## config.mk

```make
export PLATFORM = sky130hd
export DESIGN_NAME = sync_fifo_param
export DESIGN_NICKNAME = d
export VERILOG_FILES = /design/src/rtl/sync_fifo_param.sv
export SDC_FILE = /design/constraint.sdc
export NUM_CORES = 1
export LEC_CHECK = 0
export BUFFER_PORTS_ARGS = -buffer_cell sky130_fd_sc_hd__buf_4
export CAP_MARGIN = 25
export CELL_PAD_IN_SITES_DETAIL_PLACEMENT = 1
export CELL_PAD_IN_SITES_GLOBAL_PLACEMENT = 1
export CORE_ASPECT_RATIO = 0.7
export CORE_MARGIN = 3
export CORE_UTILIZATION = 45
export CTS_BUF_LIST = sky130_fd_sc_hd__clkbuf_2
export DETAILED_ROUTE_END_ITERATION = 16
export PLACE_DENSITY_LB_ADDON = 0.12
export SYNTH_ARGS = -nofsm -noshare
export SYNTH_HDL_FRONTEND = slang
export SYNTH_SLANG_ARGS = --single-unit
```

## constraint.sdc

```tcl
create_clock -name clk -period 7.59 [get_ports clk]
set_input_delay 0.3795 -clock clk [delete_from_list [all_inputs] [get_ports clk]]
set_output_delay 0.3795 -clock clk [all_outputs]
set_load 0.005 [all_outputs]
```

## src/rtl/sync_fifo_param.sv

```systemverilog
// sync_fifo_param
//   Single-clock FIFO with parametrised width and depth. The depth does not
//   have to be a power of two. Also provides almost-full and almost-empty
//   levels, an occupancy count, and optional parity on the stored words.
//
// Optional feature macro: SYNC_FIFO_PARITY_EN
//   When defined, each stored word carries an even-parity bit. The port
//   parity_err reports a parity mismatch on the last accepted read.
//   When undefined, the memory holds only the data and parity_err is absent.
//
// Ports
//   clk          in   rising-edge clock
//   rst          in   synchronous reset, active-high; wins over wr_en/rd_en
//   data_in      in   [FIFO_WIDTH-1:0] write data
//   wr_en        in   write request
//   rd_en        in   read request
//   data_out     out  [FIFO_WIDTH-1:0] read data, registered, 1-cycle latency
//   wr_ack       out  pulse: write in the previous cycle was accepted
//   overflow     out  pulse: write in the previous cycle was rejected (full)
//   underflow    out  pulse: read in the previous cycle was rejected (empty)
//   full         out  count == FIFO_DEPTH
//   empty        out  count == 0
//   almostfull   out  count >= AF_LEVEL
//   almostempty  out  count <= AE_LEVEL
//   count        out  [CW-1:0] occupancy, CW = $clog2(FIFO_DEPTH+1)
//   parity_err   out  (SYNC_FIFO_PARITY_EN only) parity mismatch on last read

module sync_fifo_param #(
  parameter int FIFO_WIDTH = 16,
  parameter int FIFO_DEPTH = 8,
  parameter int AF_LEVEL   = FIFO_DEPTH - 1,
  parameter int AE_LEVEL   = 1,
  localparam int CW        = $clog2(FIFO_DEPTH + 1)
) (
  input  logic                  clk,
  input  logic                  rst,
  input  logic [FIFO_WIDTH-1:0] data_in,
  input  logic                  wr_en,
  input  logic                  rd_en,
  output logic [FIFO_WIDTH-1:0] data_out,
  output logic                  wr_ack,
  output logic                  overflow,
  output logic                  underflow,
  output logic                  full,
  output logic                  empty,
  output logic                  almostfull,
  output logic                  almostempty,
  output logic [CW-1:0]         count
`ifdef SYNC_FIFO_PARITY_EN
  ,
  output logic                  parity_err
`endif
);

  // Pointer width covers indices 0..FIFO_DEPTH-1.
  localparam int PW = (FIFO_DEPTH > 1) ? $clog2(FIFO_DEPTH) : 1;

`ifdef SYNC_FIFO_PARITY_EN
  localparam int MW = FIFO_WIDTH + 1;
`else
  localparam int MW = FIFO_WIDTH;
`endif

  // Compare constants are sized to the count and pointer widths so that
  // the flag decodes compare operands of equal width.
  localparam logic [CW-1:0] DEPTH_CNT = CW'(FIFO_DEPTH);
  localparam logic [CW-1:0] AF_CNT    = CW'(AF_LEVEL);
  localparam logic [CW-1:0] AE_CNT    = CW'(AE_LEVEL);
  localparam logic [CW-1:0] CNT_ZERO  = '0;
  localparam logic [CW-1:0] CNT_ONE   = CW'(1);
  localparam logic [PW-1:0] PTR_LAST  = PW'(FIFO_DEPTH - 1);
  localparam logic [PW-1:0] PTR_ONE   = PW'(1);

  // Storage. This memory is never reset; only the pointers and the count are.
  logic [MW-1:0] mem_reg [FIFO_DEPTH];

  logic [PW-1:0] wr_ptr_reg, wr_ptr_next;
  logic [PW-1:0] rd_ptr_reg, rd_ptr_next;
  logic [CW-1:0] count_reg, count_next;

  logic [FIFO_WIDTH-1:0] data_out_reg;
  logic                  wr_ack_reg;
  logic                  overflow_reg;
  logic                  underflow_reg;

  logic          wr_accept;
  logic          rd_accept;
  logic [MW-1:0] wr_word;
  logic [MW-1:0] rd_word;

  // Status flags come directly from the registered count, so they change
  // in the same cycle as count.
  always_comb begin
    full        = (count_reg == DEPTH_CNT);
    empty       = (count_reg == CNT_ZERO);
    almostfull  = (count_reg >= AF_CNT);
    almostempty = (count_reg <= AE_CNT);
  end

  // When the FIFO is full, a write is still accepted if a read happens in
  // the same cycle. That read frees a slot because a full FIFO is never
  // empty. When the FIFO is empty, a read is rejected even if a write
  // happens in the same cycle. The written word becomes readable only in
  // the next cycle.
  always_comb begin
    wr_accept = wr_en && (!full || rd_en);
    rd_accept = rd_en && !empty;
  end

`ifdef SYNC_FIFO_PARITY_EN
  // Even parity: the stored bit equals the XOR of the data bits.
  always_comb wr_word = {^data_in, data_in};
`else
  always_comb wr_word = data_in;
`endif

  always_comb rd_word = mem_reg[rd_ptr_reg];

  // Pointers wrap by explicit compare, so depths that are not a power of
  // two work correctly.
  always_comb begin
    wr_ptr_next = wr_ptr_reg;
    if (wr_accept) begin
      wr_ptr_next = (wr_ptr_reg == PTR_LAST) ? '0 : wr_ptr_reg + PTR_ONE;
    end
  end

  always_comb begin
    rd_ptr_next = rd_ptr_reg;
    if (rd_accept) begin
      rd_ptr_next = (rd_ptr_reg == PTR_LAST) ? '0 : rd_ptr_reg + PTR_ONE;
    end
  end

  // The count moves only when exactly one side is accepted. The accept
  // terms above keep it within 0..FIFO_DEPTH.
  always_comb begin
    count_next = count_reg;
    if (wr_accept && !rd_accept) begin
      count_next = count_reg + CNT_ONE;
    end else if (!wr_accept && rd_accept) begin
      count_next = count_reg - CNT_ONE;
    end
  end

  // Memory write port. A reset cycle does not store anything.
  always_ff @(posedge clk) begin
    if (!rst && wr_accept) begin
      mem_reg[wr_ptr_reg] <= wr_word;
    end
  end

  // Pointer, count and handshake-pulse state.
  always_ff @(posedge clk) begin
    if (rst) begin
      wr_ptr_reg    <= '0;
      rd_ptr_reg    <= '0;
      count_reg     <= '0;
      wr_ack_reg    <= 1'b0;
      overflow_reg  <= 1'b0;
      underflow_reg <= 1'b0;
    end else begin
      wr_ptr_reg    <= wr_ptr_next;
      rd_ptr_reg    <= rd_ptr_next;
      count_reg     <= count_next;
      wr_ack_reg    <= wr_accept;
      overflow_reg  <= wr_en && !wr_accept;
      underflow_reg <= rd_en && !rd_accept;
    end
  end

  // Registered read data. It holds its value when no read is accepted.
  always_ff @(posedge clk) begin
    if (rst) begin
      data_out_reg <= '0;
    end else if (rd_accept) begin
      data_out_reg <= rd_word[FIFO_WIDTH-1:0];
    end
  end

`ifdef SYNC_FIFO_PARITY_EN
  logic parity_err_reg;

  // The parity check is registered together with data_out, so it always
  // describes the word currently shown on data_out.
  always_ff @(posedge clk) begin
    if (rst) begin
      parity_err_reg <= 1'b0;
    end else if (rd_accept) begin
      parity_err_reg <= (^rd_word[FIFO_WIDTH-1:0]) != rd_word[FIFO_WIDTH];
    end
  end

  always_comb parity_err = parity_err_reg;
`endif

  always_comb begin
    data_out  = data_out_reg;
    wr_ack    = wr_ack_reg;
    overflow  = overflow_reg;
    underflow = underflow_reg;
    count     = count_reg;
  end

endmodule

```

# Word-level counts from Yosys, hierarchy flattened
# Memories as Yosys holds them, arrays and structs flattened. A register that Yosys moved wholly into a read port is not among the register bits.
# Cells that the tools add are included.
# classes
n_addsub	4
order_cmp	2
eq_ne	3
n_mux	6
reduce_logical	15
# op_table
operator	count
2-to-1 mux 4 bit	2
logical AND 1 bit	7
adder 3 x 1 -> 3 bit (second input constant)	2
equality test 3 bit (second input constant)	2
2-to-1 mux 3 bit	2
logical NOT 1 bit	5
adder 4 x 1 -> 4 bit (second input constant)	1
equality test 4 bit (second input constant)	1
greater-or-equal comparator 4 x 3 -> 1 bit (second input constant)	1
less-or-equal comparator 4 x 1 -> 1 bit (second input constant)	1
logical NOT 4 bit	1
subtractor 4 x 1 -> 4 bit (second input constant)	1
2-to-1 mux 1 bit	2
nonzero test 2 bit	1
logical OR 1 bit	1
# word_totals
reg_bits	13
ram_bits	128
in_bits	20
out_inout_bits	27
wordCells	37
n_memories	1
# mem_list
name	words	word_bits	rd	rd_clocked_by_memory_dff	write_ports	line	text
mem_reg	8	16	1	1	1	75	logic [MW-1:0] mem_reg [FIFO_DEPTH];

# Depth between registers and ports, before layout
# depth
word_depth	8
ltp_mapped	10
depth_no_buf	9

# Least setup slack after synthesis
# No wires, ideal clock.
# synth_timing
kind	reg2reg
start	register count_reg[0] (netlist: count[0])
end	memory mem_reg[1][0] (netlist bit), enable pin
setup_time_ns	0.409
arrival_time_ns	2.385
path_slack_ns	4.796
stages_incl_launch_ff	8
synth_period_minus_slack_ns	2.794
cell_sequence	dfxtp_1 -> inv_1 -> ha_1 -> nand3b_1 -> o21a_1 -> buf_2 -> nand3b_1 -> nor3_1
# synth_between
elab_chain_len	7
# synth_rtl
element	line	text
from (decl)	79	logic [CW-1:0] count_reg, count_next;
from (signal assigned)	165	count_reg <= count_next;
equality test 4 bit	94	full = (count_reg == DEPTH_CNT);
logical NOT 1 bit	106	wr_accept = wr_en && (!full || rd_en);
logical OR 1 bit	106	
logical AND 1 bit	106	
net wr_accept	86	logic wr_accept;
logical AND 1 bit	148	if (!rst && wr_accept) begin
2-to-1 mux 1 bit	148	
2-to-1 mux 1 bit (implied by the code)	149	mem_reg[wr_ptr_reg] <= wr_word;
to (decl)	75	
# The timed path passes the listed nets, and every way through them passes these cells.

# Worst setup path after layout
# layout_timing
start	register count_reg[0] (netlist: count[0])
end	memory mem_reg[5][7] (netlist bit), enable pin
# layout_between
elab_chain_len	7
# layout_rtl
element	line
equality test 4 bit	94
logical NOT 1 bit	106
logical OR 1 bit	106
logical AND 1 bit	106
logical AND 1 bit	148
2-to-1 mux 1 bit	148
2-to-1 mux 1 bit (implied by the code)	149
# No other way between the ends.

==> summary by stage <==
Run status
The run finished with clean final reports.

Clock network
The number of setup buffers added after CTS is 0. TritonCTS built the clock tree. The clock root buffer is sky130_fd_sc_hd__clkbuf_2. Clock tree synthesis found a total of 157 sinks. The longest clock path from root to sink contains 2 buffers. TritonCTS created 17 clock buffers. The number of levels in the clock H-tree is 4. For this design, the CTS-stage hold fixing added 19 buffers. Clock latency on the worst-skew pair, taken at its later pin, is 680 ps. The post-cts repair resize count is 0.

After clock tree synthesis, the clock-pin slew on the worst setup and hold paths is 220 ps.

Place
The congestion estimate from routability-driven global placement came to just over 0.7. The number of placed instances, taps included, is 581. The half-perimeter wire length of the detailed placement result is 8.24 mm. Buffers placed on the I/O ports in this run total 46.

The worst slack at placement is 4920 ps.

Power and ir drop
The power per unit of standard cell area is 294 nW/µm². The share of power burned in the clock network is 26.2%. VDD sags by at most between 0.15 and 0.2 mV. Net switching is 29.3% of the power. The cell leakage power is 2.44 nW. The cell-internal power is between 1 and 1.5 mW. In this run, flip-flops and latches consume 50.6% of the power. The relative contribution of combinational cells to total power is a little under a quarter. The switching power is 613 µW.

Yosys
In this run, synthesis produced a sequential element count of roughly 160. The yosys synthesis warning count is 0. The cell taking the most area after synthesis is sky130_fd_sc_hd__edfxtp_1. Among all flip-flop cells after synthesis, the most frequent one is sky130_fd_sc_hd__edfxtp_1. Yosys attributes the largest share of cell area to sky130_fd_sc_hd__edfxtp_1 (63%), sky130_fd_sc_hd__mux2i_1 (11%), sky130_fd_sc_hd__dfxtp_1 (9.5%). The total nets after synthesis is 395.

The share of the yosys chip area belonging to registers is 72.7%. The number of instances in the synthesized netlist is 366. The netlist area before placement is 6090 µm².

Yosys mapped the design onto 34 distinct sky130hd cell types. The post-synthesis area per instance is ~17 µm². Sorting the synthesized cells by how often they occur yields sky130_fd_sc_hd__edfxtp_1 (128), sky130_fd_sc_hd__mux2i_1 (68), sky130_fd_sc_hd__a22oi_1 (32), sky130_fd_sc_hd__dfxtp_1 (29), sky130_fd_sc_hd__nor2_1 (17).

The number of synthesized flops with an enable pin is 128. The post-synthesis async set-or-reset flop share is 0%. Summed over its instances, the top area cell type makes up 63.1% of the synthesized netlist area. The dominant cell by count in the synthesized netlist is sky130_fd_sc_hd__edfxtp_1.

Die
The y dimension of the die is 103 µm. The starting density of the core is 47.6%. The x dimension of the die is 145 µm. For this design the top-level I/O count stands at 47. The die covers 15000 µm².

The standard cell core area is roughly 13000 µm². Row generation in the floorplan step produced 34 rows.

Drt
The average wire per standard cell is 22.1 µm. The via density per instance is between 5 and 6. The total iterations of the first detailed-routing run is 4. The post-detailed-route count of antenna-violating nets is 0.

In the routed design, unresolved DRC markers number 0. The final route contains 3416 vias. Summed over all layers, the routed wires come to around 14 mm. The count of routing violations after the opening detailed-route iteration is 188.

Setup path
The sort of element at the end of the critical path is a register. The worst setup path is of the reg2reg kind. The startpoint kind of the worst setup timing path is a register. At the worst endpoint, the arrival time is 3100 ps.

Along the worst path, the maximum fanout reaches 9. The critical path required time is around 8000 ps.

Min path
The tightest min-delay check is of the in2reg type.

Cells and area
The area growth from synthesis to layout is 17.2%. The net count of the finished layout is between 400 and 500. The post-layout instance count excluding filler cells is 632. The flip-flop count of the largest register, all copies and words added is 128. The antenna cell count is 0. The share of post-route cells with drive strength above 1 is 21.2%.

STA
The clock arrives with about 25 ps of skew. Setup repair after global routing left no endpoint under its margin. The number of max-slew violations in the final report was 0. The number of endpoints failing setup at the final stage is 0. Once routing completed, OpenROAD measured the worst setup slack at 4890 ps. The measured slew at the worst slew-check pin is around 1100 ps. The routed design could run at a clock period as short as 2700 ps. The headroom to the max-slew limit is 28.5%. The worst path uses 35.5% of the clock period. The final number of hold-violating endpoints is 0. The fmax is 0.371 GHz.

The final sum of negative setup slack is 0 ps.

Global routing
The global-route total usage across every layer is between 10% and 20%. The overall overflow remaining after global route is 0. Entering global routing, the biggest net connects 38 pins. The via count of the first global-routing pass is 3579. The initial antenna violation count came to 0. The first-pass GRT wire length is 21.2 mm.

Flow run
The reported max-cap violation count is 0.
-- layout make-up --
type,count,area [µm²]
Fill cell,1191,5670
Sequential cell,157,4430
Multi-Input combinational cell,184,1540
Timing Repair Buffer,75,618
Tap cell,180,225
Clock inverter,14,215
Clock buffer,18,90.1
Inverter,4,16.3
-- layer usage --
metal	track usage [%]	vias to the layer above	part of all wire [%]
met5	0	-	0
met4	5.11	0	0.97
met3	3.92	11	4.6
met2	32.0	84	47
met1	26.0	1737	48
li1	-	1584	-
-- path summary, 6_finish.rpt --
check | end | cells after the start | from | slack [ps]
max | mem_reg[5][7] | 7 | count[0] | 4890
min reg2reg | data_out[1] | 1 | data_out[1] | 500
max reg2reg | mem_reg[5][7] | 7 | count[0] | 4890
min | wr_ack | 3 | wr_en | 80
-- power groups by stage --
stage               Combinational (mW)  Sequential, mW  Clock [mW]
floorplan                        0.342            1.04           0
global placement                 0.470            1.08           0
detailed placement               0.483            1.08           0
CTS                              0.493            1.06       0.560
global route                     0.532            1.07       0.599
finish                           0.487            1.06       0.548
-- critical path: stages, from the launching register on --
cell                       delay, ps
sky130_fd_sc_hd__dfxtp_1         520
sky130_fd_sc_hd__inv_1           100
sky130_fd_sc_hd__ha_1            220
sky130_fd_sc_hd__nand3b_1        170
sky130_fd_sc_hd__o21a_1          270
sky130_fd_sc_hd__nand3b_1        220
sky130_fd_sc_hd__nor2_1          610
sky130_fd_sc_hd__buf_4           320
-- cell families (layout without fill, tap and decap cells) --
group	after synthesis	count (layout)	share of synthesized area, %
compound gates	59	59	7.83
xor+xnor	3	3	0.432
fa+ha+maj	9	9	1.85
buf+inv	25	111	2.30
flops	157	157	72.7
mux	68	68	11.2
simple gates	45	45	3.76
-- metrics by stage --
stage	instance area (µm²)	power [mW]	hold WS (ps)	util, %
floorplan	6090	1.39	466	-
global placement	6630	1.55	461	51.7
detailed placement	6640	1.56	455	51.9
CTS	7140	2.11	10.1	55.7
global route	7140	2.20	32.1	55.7
finish	7140	2.09	78.8	55.7
-- layout by cell type (no fill, tap or decap), drive strengths merged, types with 5 or more instances in the layout --
| master | count |
|---|---|
| inv | 6 |
| bufinv | 5 |
| mux2i | 68 |
| ha | 9 |
| dfxtp | 29 |
| clkbuf | 18 |
| a22oi | 32 |
| dlygate4sd3 | 19 |
| buf | 56 |
| a21oi | 7 |
| edfxtp | 128 |
| nor2 | 18 |
| nand2 | 5 |
| a32o | 16 |
| nand2b | 5 |
Power figures use the tool's default switching activity.
